$ cat src/rtl/fb_pkg.sv
// fb_pkg: framebuffer geometry and scanout FSM states shared by the SPI receive slave and scanout.
package fb_pkg;
  localparam int FB_WIDTH   = 96;
  localparam int FB_HEIGHT  = 64;
  localparam int WORD_WIDTH = 16;
  localparam int WORD_COUNT = FB_WIDTH * FB_HEIGHT;
  localparam int FB_ADDR_W  = $clog2(WORD_COUNT);
  typedef enum logic [2:0] {
    S_IDLE, S_CS_SETUP, S_FETCH, S_LOAD, S_SHIFT, S_CS_HOLD, S_DONE
  } scan_state_e;
  function automatic int addr_w(input int n);
    return (n > 1) ? $clog2(n) : 1;
  endfunction
endpackage

$ cat src/rtl/spi_tx_shifter.sv
// spi_tx_shifter: SPI mode-0 word serialiser, MSB first, sck idles low.
module spi_tx_shifter #(
  parameter int WORD_WIDTH = fb_pkg::WORD_WIDTH,
  parameter int SCK_HALF   = 2
) (
  input  logic                  clk,
  input  logic                  rst_n,
  input  logic                  clr_i,
  input  logic                  load_i,
  input  logic [WORD_WIDTH-1:0] word_i,
  input  logic                  start_i,
  output logic                  sck_o,
  output logic                  mosi_o,
  output logic                  done_o
);
  import fb_pkg::*;
  localparam int DW = addr_w(SCK_HALF);
  localparam int BW = addr_w(WORD_WIDTH);
  logic [WORD_WIDTH-1:0] sh_q, sh_d;
  logic [BW-1:0] bit_q, bit_d;
  logic [DW-1:0] div_q, div_d;
  logic sck_q, sck_d, mosi_q, mosi_d, phase_end;
  assign phase_end = start_i && div_q == DW'(SCK_HALF - 1);
  assign done_o    = phase_end && sck_q && bit_q == '0;
  assign sck_o     = sck_q;
  assign mosi_o    = mosi_q;
  always_comb begin
    sh_d   = sh_q;
    bit_d  = bit_q;
    div_d  = div_q;
    sck_d  = sck_q;
    mosi_d = mosi_q;
    if (clr_i) begin
      sck_d  = 1'b0;
      mosi_d = 1'b0;
      div_d  = '0;
    end else if (load_i) begin
      sh_d   = word_i;
      mosi_d = word_i[WORD_WIDTH-1];
      bit_d  = BW'(WORD_WIDTH - 1);
      div_d  = '0;
      sck_d  = 1'b0;
    end else if (start_i) begin
      div_d = phase_end ? '0 : div_q + DW'(1);
      sck_d = sck_q ^ phase_end;
      // falling edge: advance to the next bit so it is stable before the next rise
      if (phase_end && sck_q && !done_o) begin
        sh_d   = sh_q << 1;
        mosi_d = sh_q[WORD_WIDTH-2];
        bit_d  = bit_q - BW'(1);
      end
    end
  end
  always_ff @(posedge clk or negedge rst_n) begin
    if (!rst_n) begin
      sh_q   <= '0;
      bit_q  <= '0;
      div_q  <= '0;
      sck_q  <= 1'b0;
      mosi_q <= 1'b0;
    end else begin
      sh_q   <= sh_d;
      bit_q  <= bit_d;
      div_q  <= div_d;
      sck_q  <= sck_d;
      mosi_q <= mosi_d;
    end
  end
endmodule

$ cat src/rtl/fb_spi_scanout.sv
// fb_spi_scanout: reads the framebuffer in address order and streams it to the OLED over SPI,
// one chip-select frame per frame_start.
module fb_spi_scanout #(
  parameter int WORD_WIDTH = fb_pkg::WORD_WIDTH,
  parameter int WORD_COUNT = fb_pkg::WORD_COUNT,
  parameter int SCK_HALF   = 2
) (
  input  logic                                   clk,
  input  logic                                   rst_n,
  input  logic                                   frame_start_i,
  input  logic                                   abort_i,
  output logic                                   busy_o,
  output logic                                   frame_done_o,
  output logic                                   fb_rd_en_o,
  output logic [fb_pkg::addr_w(WORD_COUNT)-1:0] fb_addr_o,
  input  logic [WORD_WIDTH-1:0]                  fb_data_i,
  output logic                                   oled_cs_n_o,
  output logic                                   oled_sck_o,
  output logic                                   oled_mosi_o
);
  import fb_pkg::*;
  localparam int AW = addr_w(WORD_COUNT);
  localparam int CW = addr_w(SCK_HALF);
  scan_state_e state_q, state_d;
  logic [AW-1:0] addr_q, addr_d;
  logic [CW-1:0] cnt_q, cnt_d;
  logic busy_q, done_q, rd_en_q, cs_n_q, tx_done, last_word, tx_clr;
  assign last_word = addr_q == AW'(WORD_COUNT - 1);
  assign tx_clr    = state_d inside {S_IDLE, S_DONE};
  always_comb begin
    state_d = state_q;
    addr_d  = addr_q;
    if (abort_i) state_d = S_IDLE;
    else case (state_q)
      S_IDLE: if (frame_start_i) begin
        state_d = S_CS_SETUP;
        addr_d  = '0;
      end
      S_CS_SETUP: if (cnt_q == CW'(SCK_HALF - 1)) state_d = S_FETCH;
      S_FETCH:    state_d = S_LOAD;
      S_LOAD:     state_d = S_SHIFT;
      S_SHIFT: if (tx_done) begin
        state_d = last_word ? S_CS_HOLD : S_FETCH;
        addr_d  = last_word ? addr_q : addr_q + AW'(1);
      end
      S_CS_HOLD:  if (cnt_q == CW'(SCK_HALF - 1)) state_d = S_DONE;
      default:    state_d = S_IDLE;
    endcase
    // dwell counter restarts on every state change
    cnt_d = (state_d == state_q) ? cnt_q + CW'(1) : '0;
  end
  always_ff @(posedge clk or negedge rst_n) begin
    if (!rst_n) begin
      state_q <= S_IDLE;
      addr_q  <= '0;
      cnt_q   <= '0;
      busy_q  <= 1'b0;
      done_q  <= 1'b0;
      rd_en_q <= 1'b0;
      cs_n_q  <= 1'b1;
    end else begin
      state_q <= state_d;
      addr_q  <= addr_d;
      cnt_q   <= cnt_d;
      busy_q  <= state_d != S_IDLE;
      done_q  <= state_d == S_DONE;
      rd_en_q <= state_d == S_FETCH;
      cs_n_q  <= state_d inside {S_IDLE, S_DONE};
    end
  end
  spi_tx_shifter #(.WORD_WIDTH(WORD_WIDTH), .SCK_HALF(SCK_HALF)) u_tx (
    .clk    (clk),
    .rst_n  (rst_n),
    .clr_i  (tx_clr),
    .load_i (state_q == S_LOAD),
    .word_i (fb_data_i),
    .start_i(state_q == S_SHIFT),
    .sck_o  (oled_sck_o),
    .mosi_o (oled_mosi_o),
    .done_o (tx_done)
  );
  assign busy_o       = busy_q;
  assign frame_done_o = done_q;
  assign fb_rd_en_o   = rd_en_q;
  assign fb_addr_o    = addr_q;
  assign oled_cs_n_o  = cs_n_q;
endmodule

$ cat config.mk
export PLATFORM = sky130hd
export DESIGN_NAME = fb_spi_scanout
export DESIGN_NICKNAME = d
export VERILOG_FILES = /design/src/rtl/fb_pkg.sv /design/src/rtl/spi_tx_shifter.sv /design/src/rtl/fb_spi_scanout.sv
export SDC_FILE = /design/constraint.sdc
export NUM_CORES = 1
export LEC_CHECK = 0
export ABC_AREA = 1
export ABC_CLOCK_PERIOD_IN_PS = 3100
export CAP_MARGIN = 30
export CORE_ASPECT_RATIO = 1.75
export CORE_MARGIN = 2
export CORE_UTILIZATION = 44
export DETAILED_ROUTE_END_ITERATION = 7
export PLACE_DENSITY_LB_ADDON = 0.15
export RECOVER_POWER = 50
export SLEW_MARGIN = 15
export SYNTH_ARGS = -nofsm -noshare
export SYNTH_HDL_FRONTEND = slang
export SYNTH_SLANG_ARGS = --single-unit
$ cat constraint.sdc
create_clock -name clk -period 3.1 [get_ports clk]
set_input_delay 0.31 -clock clk [delete_from_list [all_inputs] [get_ports clk]]
set_output_delay 0.31 -clock clk [all_outputs]
set_load 0.05 [all_outputs]
==> results of run 1 <==
final timing paths:
kind	from	end	slack, ns	cells past startpoint
setup / recovery	state_q[1]	u_tx.sh_q[3]	0.46	17
hold / removal	u_tx.sh_q[2]	u_tx.sh_q[2]	0.47	2
setup reg to reg	state_q[1]	u_tx.sh_q[3]	0.46	17
hold reg to reg	u_tx.sh_q[2]	u_tx.sh_q[2]	0.47	2
max in group asynchronous	rst_n	u_tx.bit_q[2]	0.68	3
min in group asynchronous	rst_n	fb_addr_o[12]	0.59	2
cell families after synthesis:
group | count (synthesis)
compound gates | 21
simple gates | 203
xor+xnor | 8
flops | 43
fa+ha+maj | 4
buf+inv | 43
cells in the final DEF, fill, tap and decap left out, types with 2 or more instances in the layout:
master,netlist,layout
o21ai_0,8,8
a21oi_1,5,5
nand4_1,21,21
dlygate4sd3_1,0,10
o31ai_1,5,5
inv_2,5,5
nor3_1,8,8
xor2_1,7,7
nand3_2,2,2
clkbuf_8,0,6
nand3_1,17,17
ha_1,4,4
buf_4,1,5
nor2_1,13,13
nand2_2,14,14
nand2_1,115,115
or2_2,2,2
clkdlybuf4s50_1,0,28
clkbuf_1,3,2
nand2_4,3,3
inv_1,26,26
dfrtp_1,42,42
flip-flops by register name (all words and copies together), names as in the netlist, 3 cells and up:
| register | count |
|---|---|
| u_tx.sh_q | 15 |
| fb_addr_o | 13 |
| u_tx.bit_q | 4 |
| state_q | 3 |
layout make-up:
class	instances	area, um2	share of cell area
Inverter	31	116	0.0382
Multi-Input combinational cell	236	1230	0.404
Clock buffer	7	86.3	0.0283
Timing Repair Buffer	45	434	0.143
Tap cell	76	95.1	0.0312
Sequential cell	43	1080	0.354
Clock inverter	1	5.00	0.00164
metal layers:
layer	global-route usage	part of all wire	wire (um)
met5	0	0	0
met4	0.0885	0.032	182
met3	0.0262	0.025	142
met2	0.354	0.56	3170
met1	0.215	0.38	2170
where the power goes:
| part | switching [mW] | internal [mW] |
|---|---|---|
| Combinational | 0.249 | 0.140 |
| Clock | 0.200 | 0.180 |
| Sequential | 0.0451 | 0.616 |
| Total | 0.495 | 0.937 |
through the flow:
stage | std cells | instance area [um2] | worst slack (ns) | hold WS [ns]
5_1_grt | 439 | 3050 | 0.178 | 0.503
4_1_cts | 439 | 3050 | 0.427 | 0.463
3_5_place_dp | 430 | 2950 | 0.431 | 0.248
6_report | 439 | 3050 | 0.456 | 0.475
3_3_place_gp | 429 | 2930 | 0.526 | 0.456
2_1_floorplan | 322 | 2500 | 0.699 | 0.0144
worst max-delay path, stage by stage, from the launching register on:
cell	delay, ns
dfrtp_1	0.44
inv_2	0.15
nand2_2	0.07
nor2_2	0.09
inv_1	0.11
nor2_1	0.15
ha_1	0.19
inv_1	0.04
nor2_1	0.16
nand2_1	0.10
nand2_1	0.08
nand2_2	0.06
nand2_4	0.08
nand2_4	0.07
nand2_4	0.24
nand3_4	0.30
nand2_1	0.15
nand2_1	0.06
==> impl_metrics.tcl, run 1 <==
set metrics [dict create \
    post_cts.repair.setup_buffers 0 \
    path_class "flip-flop to flip-flop" \
    yosys.area.top_type "dfrtp_1" \
    worst_slew_pin_slew_ns 1.34 \
    tns_ns 0 \
    ys.flop_type "dfrtp_1" \
    synth_area_mm2 0.00250 \
    grt_usage 0.197 \
    hold_viol 0 \
    synthAdderAreaFrac 0.0200 \
    synth-xor-area-share 0.0280 \
    maxSlewViolCount 0 \
    portBuffers 38 \
    avgViaCountPerCell 4.98 \
    yosysWarnings 0 \
    die_x_um 61.0 \
    start_util 0.451 \
    ios 39 \
    grt_pass1_wl_um 9600 \
    cts_tree "yes" \
    crit_arrival_ns 2.84 \
    insertion_delay_ns 0.30 \
    power.total_mw 1.43 \
    max_cap_viol_count 0 \
    clock-sinks 43 \
    dp_hpwl_um 4200 \
    drc 0 \
    synth-seq-cells 43 \
    synthCells 322 \
    path_clk_slew_ns 0.09 \
    std_cell_rows 36 \
    drtIter0Drc 89 \
    drive_above_1_share 0.124 \
    synth_compound_area_frac 0.0501 \
    yosysUniqueCellTypes 34 \
    cts_max_path_buffers 2 \
    crit_path_end_kind "flip-flop" \
    grt_max_degree 30 \
    htree_levels 2 \
    max_slew_margin 0.104 \
    hold_class "flip-flop to flip-flop" \
    vias 2185 \
    dr.pass1.iters 4 \
    gp_congestion 0.817 \
    cp.required_ns 3.30 \
    nFillCells 562 \
    status "complete, no violations" \
    routed_wirelength_um 5660 \
    numCtsBuffers 5 \
    critPathMaxFanout 23 \
    synth_top_family_by_area "simple AND/OR/NAND/NOR gates" \
    fp.dieH_um 104 \
    fin_crit_sh 0.853 \
    fin_skew_ns 0.0116 \
    cts_hold_buf 1 \
    dieArea_mm2 0.00632 \
    p_leak_nw 1.52 \
    fmaxAchievable_mhz 378 \
    grt_pass1_vias 2159 \
    overflow 0 \
    synth-async-reset-ratio 1.00 \
    worstSetupStartpointType "flip-flop" \
    synth.area.mux_share 0 \
    synth_edf_count 0 \
    diodes 0 \
    yosys-top-cells-area "dfrtp_1 42%, nand2_1 17%, nand4_1 5.3%" \
    cts_resized 0 \
    core_area_mm2 0.00554 \
    cts-root-buf "clkbuf_8" \
    synth_nets 346 \
    ant_nets 0 \
    antenna_found_initial 0 \
    final_util 0.550 \
    rsz0062_at_grt "no" \
    peakVddDrop_v 0.000232 \
    area_growth_pct 21.9 \
    syn_area_per_cell_um2 7.76 \
    wl_per_cell_um 12.9 \
    period_needed_ns 2.64 \
    finalSetupViolCount 0 \
    yosysSeqAreaShare 0.431 \
    synthSimpleGateAreaFrac 0.395 \
    synthTopCellsByCount "115 x nand2_1, 42 x dfrtp_1, 26 x inv_1" \
    fin_nets 386 \
    yosysMostFrequentCell "nand2_1" \
    synth_top_area_share 0.421 \
    p_per_area_mw_per_mm2 470 \
]
Power figures use the tool's default switching activity.
==> run 2: changes to the inputs <==
CTS_BUF_LIST = sky130_fd_sc_hd__clkbuf_16   (was unset)
==> impl_metrics.tcl, run 2 (synthesis gave the netlist of run 1 again) <==
set metrics [dict create \
    gp_congestion 0.817 \
    nFillCells 556 \
    grt_max_degree 30 \
    p_sw_frac 0.326 \
    area_growth_pct 23.7 \
    final_common_cell "nand2_1" \
    placed_cells 430 \
    insertion_delay_ns 0.28 \
    routed_wirelength_um 5660 \
    std_cell_rows 36 \
    p_int_mw 1.05 \
    die_x_um 61.0 \
    worstSetupStartpointType "flip-flop" \
    dieArea_mm2 0.00632 \
    largest_reg_flops 15 \
    finalSetupViolCount 0 \
    max_cap_viol_count 0 \
    critPathMaxFanout 23 \
    grt_pass1_wl_um 9630 \
    drc 0 \
    fin_cells 439 \
    tns_ns 0 \
    grt_pass1_vias 2175 \
    p_leak_nw 1.54 \
    grt_usage 0.198 \
    cts-root-buf "clkbuf_16" \
    cts_resized 0 \
    regMostFlops "u_tx.sh_q" \
    diodes 0 \
    vias 2191 \
    wl_per_cell_um 12.9 \
    numCtsBuffers 5 \
    crit_arrival_ns 2.88 \
    combPwrFrac 0.250 \
    ant_nets 0 \
    hold_class "flip-flop to flip-flop" \
    netSwitchingPower_mw 0.508 \
    clockPowerShare 0.324 \
    antenna_found_initial 0 \
    period_needed_ns 2.71 \
    portBuffers 38 \
    crit_path_end_kind "flip-flop" \
    cp.required_ns 3.27 \
    htree_levels 2 \
    layout_common_cells "115 x nand2_1, 42 x dfrtp_1, 28 x clkdlybuf4s50_1" \
    peakVddDrop_v 0.000290 \
    max_slew_margin 0.109 \
    dp_hpwl_um 4200 \
    path_clk_slew_ns 0.06 \
    rsz0062_at_grt "no" \
    drive_above_1_share 0.121 \
    fin_nets 386 \
    clock-sinks 43 \
    worst_slew_pin_slew_ns 1.34 \
    drtIter0Drc 88 \
    avgViaCountPerCell 4.99 \
    p_seq_frac 0.425 \
    start_util 0.451 \
    cts_max_path_buffers 2 \
    path_class "flip-flop to flip-flop" \
    ios 39 \
    core_area_mm2 0.00554 \
    fmaxAchievable_mhz 369 \
    status "complete, no violations" \
    maxSlewViolCount 0 \
    p_per_area_mw_per_mm2 504 \
    fp.dieH_um 104 \
    cts_tree "yes" \
    overflow 0 \
    fin_crit_sh 0.875 \
    dr.pass1.iters 4 \
    fin_skew_ns 0.00662 \
    hold_viol 0 \
]
run 2: repair_timing:
item,4_1_cts,5_1_grt
hold buffers,1,0
endpoints found under the hold margin,14,0
setup buffers,0,0
run 2: routing by layer:
metal / track usage / part of all wire / vias up / wire (um)
met5: 0 / 0 / - / 0
met4: 0.0792 / 0.029 / 0 / 163
met3: 0.0300 / 0.025 / 16 / 142
met2: 0.356 / 0.56 / 43 / 3200
met1: 0.217 / 0.38 / 1014 / 2160
li1: - / - / 1118 / -
run 2: power groups by stage:
stage	Sequential [mW]	Clock [mW]	Combinational, mW
3_5_place_dp	0.673	0	0.397
2_1_floorplan	0.702	0	0.250
4_1_cts	0.663	0.520	0.401
5_1_grt	0.668	0.547	0.441
3_3_place_gp	0.672	0	0.391
6_report	0.663	0.505	0.390
run 2: worst max-delay path, stage by stage, from the launching register on:
cell	delay, ns
dfrtp_1	0.44
inv_2	0.15
nand2_2	0.07
nor2_2	0.09
inv_1	0.11
nor2_1	0.16
ha_1	0.20
inv_1	0.04
nor2_1	0.16
nand2_1	0.10
nand2_1	0.08
nand2_2	0.06
nand2_4	0.08
nand2_4	0.07
nand2_4	0.24
nand3_4	0.30
nand2_1	0.16
nand2_1	0.06
run 2: path summary, 6_finish.rpt:
path,startpoint,endpoint,slack [ns],cells after the start
min,u_tx.sh_q[2],u_tx.sh_q[2],0.47,2
max reg2reg,state_q[1],u_tx.sh_q[1],0.39,17
max,state_q[1],u_tx.sh_q[1],0.39,17
min in group asynchronous,rst_n,fb_addr_o[12],0.63,2
max in group asynchronous,rst_n,fb_addr_o[5],0.66,3
min reg2reg,u_tx.sh_q[2],u_tx.sh_q[2],0.47,2
run 2: per-stage QoR:
| stage | utilization | total power [mW] | setup slack, ns | cell area [um2] | hold slack, ns |
|---|---|---|---|---|---|
| 3_3_place_gp | 0.529 | 1.06 | 0.526 | 2930 | 0.456 |
| 6_report | 0.558 | 1.56 | 0.389 | 3090 | 0.471 |
| 2_1_floorplan | - | 0.952 | 0.699 | 2500 | 0.0144 |
| 4_1_cts | 0.560 | 1.58 | 0.372 | 3100 | 0.474 |
| 3_5_place_dp | 0.533 | 1.07 | 0.431 | 2950 | 0.248 |
| 5_1_grt | 0.558 | 1.66 | 0.141 | 3090 | 0.497 |
run 2: area by class of cell:
type | count | area (um2) | share of cell area
repair buffers | 45 | 434 | 0.140
multi-input cells | 236 | 1230 | 0.398
well taps | 76 | 95.1 | 0.0308
clock buffers | 5 | 125 | 0.0405
clock inverters | 3 | 12.5 | 0.00405
inverters | 31 | 116 | 0.0376
flip-flops and latches | 43 | 1080 | 0.348
==> run 3: changes to the inputs <==
CORE_UTILIZATION = 54   (was 44)
==> impl_metrics.tcl, run 3 (synthesis gave the netlist of run 1 again) <==
set metrics [dict create \
    status "complete, no violations" \
    die_x_um 55.4 \
    dr.pass1.iters 5 \
    cpLargestDelayFamily "simple AND/OR/NAND/NOR gates" \
    fmaxAchievable_mhz 377 \
    hold_class "input pin to async pin" \
    worstSetupStartpointType "flip-flop" \
    area_growth_pct 21.6 \
    diodes 0 \
    tns_ns 0 \
    nFillCells 367 \
    p_sw_frac 0.330 \
    clockPowerShare 0.328 \
    maxSlewViolCount 0 \
    p_seq_frac 0.422 \
    final_common_cell "nand2_1" \
    p_per_area_mw_per_mm2 516 \
    max_cap_viol_count 0 \
    max_slew_margin 0.0955 \
    path_buf_inv 3 \
    dp_hpwl_um 4000 \
    path_class "flip-flop to flip-flop" \
    avgViaCountPerCell 5.34 \
    seq_area_mm2 0.00108 \
    htree_levels 2 \
    grt_pass1_vias 2226 \
    largest_reg_flops 15 \
    drc 0 \
    portBuffers 38 \
    cp.required_ns 3.28 \
    drive_above_1_share 0.122 \
    critPathSlowestCell "dfrtp_1" \
    std_cell_rows 32 \
    cts_resized 0 \
    ant_nets 0 \
    fin_skew_ns 0.00613 \
    whs_ns 0.170 \
    post_dp_cell_area_mm2 0.00289 \
    core_area_mm2 0.00444 \
    p_int_mw 1.05 \
    p_leak_nw 1.52 \
    numCtsBuffers 5 \
    fin_crit_sh 0.857 \
    path_clk_slew_ns 0.06 \
    cts_max_path_buffers 2 \
    cts_hold_buf 0 \
    fp.dieH_um 94.0 \
    multiInputGateArea_mm2 0.00123 \
    worst_slew_pin_slew_ns 1.36 \
    cts_tree "yes" \
    dieArea_mm2 0.00521 \
    gp_congestion 0.893 \
    slowest_delay_ns 0.44 \
    crit_chain "inv_2 > nand2_2 > nor2_2 > inv_1 > nor2_1 > ha_1 > inv_1 > nor2_1 > nand2_1 > nand2_1 > nand2_2 > nand2_4 > nand2_4 > nand2_4 > nand3_4 > nand2_1 > nand2_1" \
    fin_nets 384 \
    netSwitchingPower_mw 0.518 \
    antenna_found_initial 0 \
    hold_viol 0 \
    finalSetupViolCount 0 \
    vias 2200 \
    wl_per_cell_um 13.5 \
    post-place-ws_ns 0.463 \
    grt_max_degree 44 \
    clock-sinks 43 \
    design_area_mm2 0.00304 \
    crit_path_end_kind "flip-flop" \
    grt_usage 0.234 \
    regMostFlops "u_tx.sh_q" \
    crit_top_cell "nand2_1" \
    period_needed_ns 2.66 \
    combPwrFrac 0.250 \
    peakVddDrop_v 0.000427 \
    start_util 0.562 \
    drtIter0Drc 60 \
    rsz0062_at_grt "no" \
    final_util 0.684 \
    critPathMaxFanout 23 \
    insertion_delay_ns 0.29 \
    routed_wirelength_um 5570 \
    overflow 0 \
    grt_pass1_wl_um 9630 \
    layout_common_cells "115 x nand2_1, 42 x dfrtp_1, 28 x clkdlybuf4s50_1" \
    post_cts.repair.setup_buffers 0 \
    crit_arrival_ns 2.83 \
    layout_setup_ws_ns 0.444 \
    cts-root-buf "clkbuf_16" \
    ios 39 \
]
run 3: cell types whose count changed in the layout (fill, tap and decap cells not counted):
cell	delta
clkinv_1	-1
dlygate4sd3_1	-1
clkbuf_1	+1
clkinvlp_4	+1
dlymetal6s4s_1	-1
buf_4	-1
run 3: routing by layer:
metal	vias to the layer above	global-route usage	wire length (um)
met5	-	0	0
met4	0	0.0996	106
met3	8	0.0386	148
met2	45	0.450	3150
met1	1032	0.244	2170
li1	1115	-	-
run 3: worst paths after layout:
| check | end | cells past startpoint | from | slack (ns) |
|---|---|---|---|---|
| max in group asynchronous | busy_o | 2 | rst_n | 1.16 |
| hold / removal | fb_addr_o[11] | 1 | rst_n | 0.17 |
| setup / recovery | u_tx.sh_q[3] | 17 | state_q[1] | 0.44 |
| hold reg to reg | u_tx.bit_q[3] | 2 | u_tx.bit_q[3] | 0.47 |
| setup reg to reg | u_tx.sh_q[3] | 17 | state_q[1] | 0.44 |
| min in group clk | u_tx.bit_q[3] | 2 | u_tx.bit_q[3] | 0.47 |
run 3: area by class of cell:
cell class                      count  area share
Multi-Input combinational cell    236       0.405
Inverter                           31      0.0383
Clock buffer                        5      0.0412
Tap cell                           51      0.0210
Timing Repair Buffer               43       0.134
Sequential cell                    43       0.355
Clock inverter                      3     0.00535
run 3: per-stage QoR:
stage               power, mW  std cells
detailed placement       1.07        403
floorplan               0.952        322
CTS                      1.58        411
finish                   1.57        412
global placement         1.06        403
global route             1.66        412
run 3: power groups by stage:
stage / Sequential [mW] / Combinational (mW) / Clock, mW
CTS: 0.663 / 0.399 / 0.523
global route: 0.670 / 0.443 / 0.546
global placement: 0.672 / 0.384 / 0
floorplan: 0.702 / 0.250 / 0
detailed placement: 0.673 / 0.395 / 0
finish: 0.662 / 0.392 / 0.515
